==> src/rtl/rs232_tx_arbiter_if.sv <==
// rtl/rs232_tx_arbiter_if.sv - requester/transmitter bundle for the rs232 tx arbiter
interface rs232_tx_arbiter_if #(
  parameter int NUM_PORTS = 4
);
  logic [8*NUM_PORTS-1:0] req_data;
  logic [NUM_PORTS-1:0]   req_valid;
  logic [NUM_PORTS-1:0]   req_last;
  logic [NUM_PORTS-1:0]   req_ready;
  logic [7:0]             tx_data;
  logic                   tx_enable;
  logic                   tx_ready;
  logic [NUM_PORTS-1:0]   grant;
  logic                   busy;

  modport master (
    output req_data, req_valid, req_last, tx_ready,
    input  req_ready, tx_data, tx_enable, grant, busy
  );

  modport slave (
    input  req_data, req_valid, req_last, tx_ready,
    output req_ready, tx_data, tx_enable, grant, busy
  );
endinterface

==> src/rtl/rs232_tx_arbiter.sv <==
// rtl/rs232_tx_arbiter.sv - packet-level round-robin sharing of one rs232_send transmitter
module rs232_tx_arbiter #(
  parameter int NUM_PORTS     = 4,
  parameter bit HEADER_ENABLE = 1'b1,
  parameter int IDLE_TIMEOUT  = 1024
) (
  input logic               clock,
  input logic               reset_n,
  rs232_tx_arbiter_if.slave bus
);
  localparam int CW = (IDLE_TIMEOUT > 1) ? $clog2(IDLE_TIMEOUT + 1) : 1;

  typedef enum logic [1:0] {IDLE, HEADER, DATA} state_t;

  state_t               state;
  logic [NUM_PORTS-1:0] grant_r;
  logic [3:0]           idx;
  logic [3:0]           last_idx;
  logic [CW-1:0]        cnt;

  logic [NUM_PORTS-1:0] rot;
  logic                 pick_found;
  logic [3:0]           pick_idx;
  int                   sum;
  logic                 g_valid;
  logic                 g_last;
  logic [7:0]           g_data;
  logic                 accept;

  // Rotate so bit 0 is the port right after the last owner; first set bit wins.
  always_comb begin
    rot        = NUM_PORTS'({bus.req_valid, bus.req_valid} >> (last_idx + 4'd1));
    pick_found = 1'b0;
    pick_idx   = '0;
    sum        = 0;
    for (int p = 0; p < NUM_PORTS; p++) begin
      if (!pick_found && rot[p]) begin
        pick_found = 1'b1;
        sum        = int'(last_idx) + 1 + p;
        if (sum >= NUM_PORTS) sum = sum - NUM_PORTS;
        pick_idx   = 4'(sum);
      end
    end
  end

  always_comb begin
    g_data = '0;
    for (int i = 0; i < NUM_PORTS; i++) begin
      if (grant_r[i]) g_data = g_data | bus.req_data[8*i +: 8];
    end
  end

  assign g_valid = |(bus.req_valid & grant_r);
  assign g_last  = |(bus.req_last & grant_r);
  assign accept  = (state == DATA) && g_valid && bus.tx_ready;

  always_ff @(posedge clock or negedge reset_n) begin
    if (!reset_n) begin
      state    <= IDLE;
      grant_r  <= '0;
      idx      <= '0;
      last_idx <= 4'(NUM_PORTS - 1);
      cnt      <= '0;
    end else begin
      case (state)
        IDLE: begin
          cnt <= '0;
          if (pick_found) begin
            grant_r <= NUM_PORTS'(1) << pick_idx;
            idx     <= pick_idx;
            state   <= HEADER_ENABLE ? HEADER : DATA;
          end
        end
        HEADER: begin
          cnt <= '0;
          if (bus.tx_ready) state <= DATA;
        end
        DATA: begin
          if (accept) begin
            cnt <= '0;
            if (g_last) begin
              last_idx <= idx;
              grant_r  <= '0;
              state    <= IDLE;
            end
          end else if (IDLE_TIMEOUT > 0 && !g_valid) begin
            // The cycle that would make the count hit the limit is the revoke cycle.
            if (cnt == CW'(IDLE_TIMEOUT - 1)) begin
              last_idx <= idx;
              grant_r  <= '0;
              cnt      <= '0;
              state    <= IDLE;
            end else begin
              cnt <= cnt + 1'b1;
            end
          end
        end
        default: begin
          state   <= IDLE;
          grant_r <= '0;
        end
      endcase
    end
  end

  always_comb begin
    bus.tx_enable = 1'b0;
    bus.tx_data   = '0;
    bus.req_ready = '0;
    case (state)
      HEADER: begin
        bus.tx_enable = 1'b1;
        bus.tx_data   = {4'hA, idx};
      end
      DATA: begin
        bus.tx_enable = g_valid;
        bus.tx_data   = g_data;
        bus.req_ready = grant_r & {NUM_PORTS{bus.tx_ready}};
      end
      default: ;
    endcase
  end

  assign bus.grant = grant_r;
  assign bus.busy  = (state != IDLE);
endmodule

==> src/flat_wrapper.sv <==
// flat-port wrapper written by rule: the top's interface ports become plain ports
module rs232_tx_arbiter_flat 
#(
  parameter int NUM_PORTS     = 4,
  parameter bit HEADER_ENABLE = 1'b1,
  parameter int IDLE_TIMEOUT  = 1024
)
  (clock, reset_n, bus_req_data, bus_req_valid, bus_req_last, bus_tx_ready, bus_req_ready, bus_tx_data, bus_tx_enable, bus_grant, bus_busy);
  rs232_tx_arbiter_if #(.NUM_PORTS(NUM_PORTS)) bus_i ();
  input logic clock;
  input logic reset_n;
  input wire logic [$bits(bus_i.req_data)-1:0] bus_req_data;
  input wire logic [$bits(bus_i.req_valid)-1:0] bus_req_valid;
  input wire logic [$bits(bus_i.req_last)-1:0] bus_req_last;
  input wire logic [$bits(bus_i.tx_ready)-1:0] bus_tx_ready;
  output wire logic [$bits(bus_i.req_ready)-1:0] bus_req_ready;
  output wire logic [$bits(bus_i.tx_data)-1:0] bus_tx_data;
  output wire logic [$bits(bus_i.tx_enable)-1:0] bus_tx_enable;
  output wire logic [$bits(bus_i.grant)-1:0] bus_grant;
  output wire logic [$bits(bus_i.busy)-1:0] bus_busy;
  assign bus_i.req_data = bus_req_data;
  assign bus_i.req_valid = bus_req_valid;
  assign bus_i.req_last = bus_req_last;
  assign bus_i.tx_ready = bus_tx_ready;
  assign bus_req_ready = bus_i.req_ready;
  assign bus_tx_data = bus_i.tx_data;
  assign bus_tx_enable = bus_i.tx_enable;
  assign bus_grant = bus_i.grant;
  assign bus_busy = bus_i.busy;
  rs232_tx_arbiter #(.NUM_PORTS(NUM_PORTS), .HEADER_ENABLE(HEADER_ENABLE), .IDLE_TIMEOUT(IDLE_TIMEOUT)) u_core (.clock(clock), .reset_n(reset_n), .bus(bus_i));
endmodule
==> config.mk <==
export PLATFORM = sky130hd
export DESIGN_NAME = rs232_tx_arbiter_flat
export DESIGN_NICKNAME = d
export VERILOG_FILES = /design/src/rtl/rs232_tx_arbiter_if.sv /design/src/rtl/rs232_tx_arbiter.sv /design/src/flat_wrapper.sv
export SDC_FILE = /design/constraint.sdc
export NUM_CORES = 1
export LEC_CHECK = 0
export ABC_AREA = 1
export BUFFER_PORTS_ARGS = -buffer_cell sky130_fd_sc_hd__buf_2
export CORE_AREA = 5 5 74 76
export CTS_CLUSTER_SIZE = 14
export DETAILED_ROUTE_END_ITERATION = 10
export DIE_AREA = 0 0 79 81
export PLACE_DENSITY = 0.79
export SYNTH_ARGS = -nofsm -noshare
export SYNTH_HDL_FRONTEND = slang
export SYNTH_SLANG_ARGS = --single-unit
==> constraint.sdc <==
create_clock -name clock -period 3.4 [get_ports clock]
set_clock_uncertainty 0.2 [all_clocks]
set_input_delay 0.34 -clock clock [delete_from_list [all_inputs] [get_ports clock]]
set_output_delay 0.34 -clock clock [all_outputs]
set_load 0.01 [all_outputs]
==> Word-level counts from Yosys, hierarchy flattened <==
Index checks and enable logic that the tools add are counted.
W data, S select, Z words.
{ "word_totals": {"romBits": 0, "mem_bits_rw": 0, "register_bits": 25, "mem_count": 0, "latchBits": 0} }
{ "op_classes": {"shift": 2, "div": 0, "n_bitwise": 7, "n_eq_ne": 10, "magnitude_cmp": 4, "multipliers": 0, "reduce_logical": 20, "mux": 40, "addsub": 10} }
{ "ops": {"columns": ["operator", "n"], "rows": [
  ["$ge A32 B4 Y1 const B", 3],
  ["$mux W4", 18],
  ["$mux W11", 3],
  ["$mux W8", 4],
  ["$or A8 B8 Y8", 3],
  ["$pmux W11 S2", 1],
  ["$pmux W8 S2", 1],
  ["$sub A4 B4 Y4 const B", 4],
  ["$add A5 B2 Y6 const B", 2],
  ["$and A4 B4 Y4", 3],
  ["$mux W2", 6],
  ["$pmux W4 S3", 1],
  ["$add A11 B1 Y11 const B", 1],
  ["$eq A11 B10 Y1 const B", 1],
  ["$reduce_and A5 Y1", 2],
  ["$reduce_or A4 Y1", 2],
  ["$shr A8 B4 Y4", 1],
  ["$add A5 B1 Y6 const B", 1],
  ["$ne A3 B2 Y1 const B", 2],
  ["$pmux W2 S3", 1],
  ["$reduce_bool A2 Y1", 3],
  ["$add A4 B1 Y5 const B", 1],
  ["$ge A5 B3 Y1 const B", 1],
  ["$logic_and A1 B1 Y1", 5],
  ["15 further kinds", 23]
]} }

==> Longest topological paths before layout <==
{ "logic_depth": {"ltp_word": 15, "ltp_mapped": 19, "mapped_depth_nobuf": 19} }

==> Least setup slack after synthesis <==
OpenSTA, ideal clock, no wires.
{ "synth_timing": {"kind": "register to register", "start": "reg u_core.last_idx[0]", "end": "reg u_core.grant_r[0] (netlist: u_core.bus.grant[0])", "stages_incl_launch_ff": 17, "slack_ns": 0.455, "setup_time_ns": 0.078, "path_buffers": 0, "arrival_time_ns": 2.667, "synth_period_minus_slack_ns": 2.945, "cell_sequence": "dfstp_2 ha_1 nand2_1 nand2_1 ha_1 nand2_1 o21ai_0 ha_1 a21boi_0 nand2_1 nor2_1 nand3_1 nand3_1 nand3_1 nor2_2 nand2_1 o21bai_1"} }
{ "synth_between": {"elab_chain_len": 15, "word_cells_on_any_way": 37} }
{ "synth_rtl": {"columns": ["element", "line", "text"], "rows": [
  ["start: declaration", "rs232_tx_arbiter.sv:18", "logic [3:0] last_idx;"],
  ["start signal: assignment", "rs232_tx_arbiter.sv:62", "last_idx <= 4'(NUM_PORTS - 1);"],
  ["start signal: assignment", "rs232_tx_arbiter.sv:82", "last_idx <= idx;"],
  ["start signal: assignment", "rs232_tx_arbiter.sv:89", "last_idx <= idx;"],
  ["branches (longest 15 deep; another with $ge A32 B4 Y1)", null, null],
  ["end signal: assignment", "rs232_tx_arbiter.sv:69", "grant_r <= NUM_PORTS'(1) << pick_idx;"],
  ["end: declaration", "rs232_tx_arbiter.sv:16", "logic [NUM_PORTS-1:0] grant_r;"]
]} }
Parallel ways; which one is timed is not known. The select of a mux whose other input is x is not followed.
A chain may end at the register's enable or synchronous reset.

==> Worst setup path after layout <==
{ "layout_timing": {"start": "reg u_core.last_idx[0]", "end": "reg u_core.grant_r[2] (netlist: u_core.bus.grant[2])"} }
Same word-level chain as after synthesis.

==> summary by stage <==
Setup path
The critical path goes through buf_4 > inv_2 > ha_1 > ha_2 > nand2_1 > o21ai_1 > ha_1 > a21boi_0 > nand2_1 > nor2_1 > nand3_1 > nand3_1 > nand3_1 > nor2_2 > nand3_1 > o21bai_1. The launching element of the worst setup path is u_core.last_idx[0]$_DFFE_PN1P_. The most numerous cell type found on the critical path is nand3_1. The kind of launch point of the worst setup path is a flip-flop. The cell with the largest stage delay on the worst path is dfstp_2. Data on the critical path arrives at its endpoint at about 3200 ps. At the worst endpoint, the required time is roughly 3400 ps. The count of buffer and inverter cells on the critical path is 2. Of all nets on the critical path, the largest fanout is 6. The kind of cell with the highest combined delay along the critical path is simple AND/OR/NAND/NOR gates. The launch instance of the worst register-to-register path is u_core.last_idx[0]$_DFFE_PN1P_.

The worst setup path is captured at a flip-flop. The worst setup path category is flip-flop to flip-flop. The largest single stage delay on the critical path is about 600 ps.

Route
For this block, wires on met1 add up to between 2000 and 3000 µm. The number of vias per cell after detailed routing is approximately 5.4. The remaining number of nets flagged by the antenna check after routing is 0. The total met2 wirelength after detailed routing is 2980 µm. The DRC violation total after the first TritonRoute iteration is 132.

The met3 layer wire length in the routed design is about 560 µm. The total wire length after detailed routing is 6490 µm. After detailed routing, the average wire length per cell comes to approximately 13 µm. The routed via count is ~2600.

The highest metal layer with signal wires is met4. The first-pass iteration count of the detailed router is 4. For this run, design rule violations remaining after detail routing come to 0.

Pwr
Across the VDD grid, the largest voltage drop is about 330 µV. For this design the ratio of total power to cell area is roughly 400 nW/µm². The design draws between 1000 and 1500 µW. The analysis attributes to cell leakage a power of 0.00155 µW.

Placement
Routability-driven placement finished with a final weighted congestion of 0.933. The cell area after placement is roughly 2800 µm². After detailed placement, the design holds a cell count of 475. The half-perimeter wire length of the detailed placement result is slightly above 5000 µm. The number of buffers inserted by port buffering is 60.

STA
For the pin with the worst max-slew slack, the measured transition is 552 ps. The final count of pins violating max slew was 0. Setup violations remaining at the end of the flow were counted as 0.

The tightest slew margin relative to the limit is 63.2%. Across all hold checks on the routed design, the worst slack comes to approximately 310 ps. The final-report hold violation count is 0.

The achievable clock frequency is about 0.31 GHz. The post-layout minimum cycle time is between 3000 and 4000 ps. The post-route clock period utilization is around 93%.

CTS
No sink is reached through more buffers than the 2 on the longest clock path. The clock latency of the later-clocked register in the worst-skew pair is 270 ps. TritonCTS built the clock tree. The number of sinks driven by the clock tree is 25.

The number of clock buffers added by TritonCTS is 3. CTS built an H-tree with a depth of 1. The clock transition at the register clock pins on the worst setup and hold paths after CTS is about 90 ps.

Clock tree synthesis selected as its root buffer the cell clkbuf_8.

Cells and area
The number of antenna diodes is 0. The library cells used most frequently in the layout, excluding fill and tap cells, are nand2_1, buf_2, inv_1. Measured on the finished design, the core utilization comes to between 60% and 70%.

From synthesis to final layout, the design area changed by 18.5%. The most common cell after layout, fill and taps aside is nand2_1. The total non-filler cell area in the finished layout is about 2900 µm². The post-route netlist has 23.5% of its cells at a drive strength greater than 1. The layout net count is between 400 and 500. The final cell count without fillers is 484.

Die
The floorplan has 25 rows. The number of I/O pins is between 60 and 70. The die is 81 µm tall. The initial core utilization is between 50% and 60%.

The area of the die is about 6400 µm². The die is slightly below 80 µm wide. In this run the standard cell core region covers 4660 µm².

Worst hold path
The path class of the tightest hold or removal check is flip-flop to flip-flop. The worst hold path begins at u_core.idx[0]$_DFFE_PN0P_.

Synthesis
In the synthesized netlist, the number of instances is approximately 370. Summing the sequential cell areas from Yosys gives about a quarter of the chip area. The synthesized netlist contains 35 unique library cells. Of the total synthesized cell area, the portion taken by full adders, half adders and majority gates is between 10% and 20%. The largest family of logic cells by synthesized area is simple AND/OR/NAND/NOR gates. Of the post-synthesis cell area, the part taken by muxes is 0%. The basic-gate share of the synthesized area counting and, or, nand and nor cells is around 37%. The synthesized-area fraction occupied by ao, oa, aoi and oai cells is around 16%. The cell area after synthesis is roughly 2500 µm². The register bit total from synthesis is 25.

The number of nets handed over by synthesis was 430. Yosys printed 0 warnings. The average cell area after synthesis is approximately 6.7 µm². Of the total synthesized cell area, the portion taken by XOR and XNOR cells is about 1.8%.

Global routing
The first global-routing pass estimated 10600 µm of wire. The maximum number of pins on one net before global-route repair is 26. The sum of overflow across all layers after global routing is 0. The number of antenna violations at the first check in global routing is 0.

The number of global-route vias before repair came to roughly 2500. The aggregate global-route resource usage is between 20% and 30%.

Run
The max capacitance violation total is 0.

Outcome
The flow ran to the end, and the final reports show no timing, DRC or antenna violations.
-- worst register-to-register path: cells and delay by family (launching register included) --
kind                       cells  cell delay, ps
adders and majority gates      3             710
buffers and inverters          2             190
AOI/OAI and AO/OA              3             530
and+or+nand+nor                8             880
DFF                            1             600
-- power by group --
| part | total [µW] | leakage [µW] | switching, µW | internal, µW |
|---|---|---|---|---|
| Combinational | 598 | 0.00121 | 388 | 210 |
| Sequential | 399 | 0.000318 | 52.6 | 347 |
| Clock | 175 | 0.0000228 | 91.7 | 83.8 |
-- cell type report --
| class | instances | area [µm²] |
|---|---|---|
| inverter | 45 | 169 |
| tap | 54 | 67.6 |
| fill | 433 | 1750 |
| sequential | 25 | 628 |
| multi-input combinational | 288 | 1640 |
| timing repair buffer | 68 | 363 |
| clock buffer | 4 | 45.0 |
-- final timing paths --
path / to / slack [ps] / cells past startpoint
max: u_core.bus.grant[2]$_DFFE_PN0P_ / 220 / 16
min: u_core.last_idx[0]$_DFFE_PN1P_ / 310 / 2
max reg2reg: u_core.bus.grant[2]$_DFFE_PN0P_ / 220 / 16
min reg2reg: u_core.last_idx[0]$_DFFE_PN1P_ / 310 / 2
max in group asynchronous: u_core.last_idx[1]$_DFFE_PN1P_ / 2240 / 2
min in group asynchronous: u_core.state[1]$_DFFE_PN0P_ / 380 / 2
-- routing by layer --
metal	GRT usage [%]	vias up
met5	0	-
met4	6.53	0
met3	4.32	16
met2	35.8	122
met1	25.2	1162
li1	-	1330
-- what timing repair did --
item,CTS,global route
gates resized for setup,0,5
buffers inserted,0,4
endpoints found under the setup margin,0,6
hold buffers,1,0
hold endpoints to repair,23,0
-- per-stage QoR --
step / setup WS (ps) / TNS (ps)
detailed placement: 88.5 / 0
CTS: 61.4 / 0
global route: -6.49 / -11.1
floorplan: 455 / 0
global placement: 211 / 0
finish: 221 / 0
-- cell usage after synthesis (all sizes together) --
library cell    n  share of area, %
nand4           6               1.8
nor3b           1              0.31
o21bai          4               1.2
clkbuf          4              0.61
nor2           40               7.5
a22o            8               2.9
dfstp           2               2.1
or2             1              0.25
xnor2           2              0.71
ha             22                11
buf             3              0.81
o21ai          19               3.9
o32ai           1               1.1
nor3            3              0.61
o21a            2              0.61
dfrtp          23                23
o22ai           2              0.51
a21boi          3              0.92
xor2            3               1.1
a21oi          11               2.2
nand3          39               8.4
a31oi           1              0.25
nand2         112                18
inv            45               6.9
a221oi          8               2.9
-- cells by family (layout without fill, tap and decap cells) --
family                     after synthesis  count (layout)
AOI/OAI and AO/OA                       59              59
xor gates and xnor gates                 5               5
adders and majority gates               22              22
buffers and inverters                   52             117
DFF                                     25              25
and+or+nand+nor                        202             202
-- state kept, by name, summed over array words and instances, names as in the netlist --
| signal | count |
|---|---|
| u_core.bus.grant | 4 |
| u_core.cnt | 11 |
| u_core.last_idx | 4 |
| u_core.idx | 4 |
| u_core.state | 2 |
No activity file was read; power rests on OpenSTA's default activity.
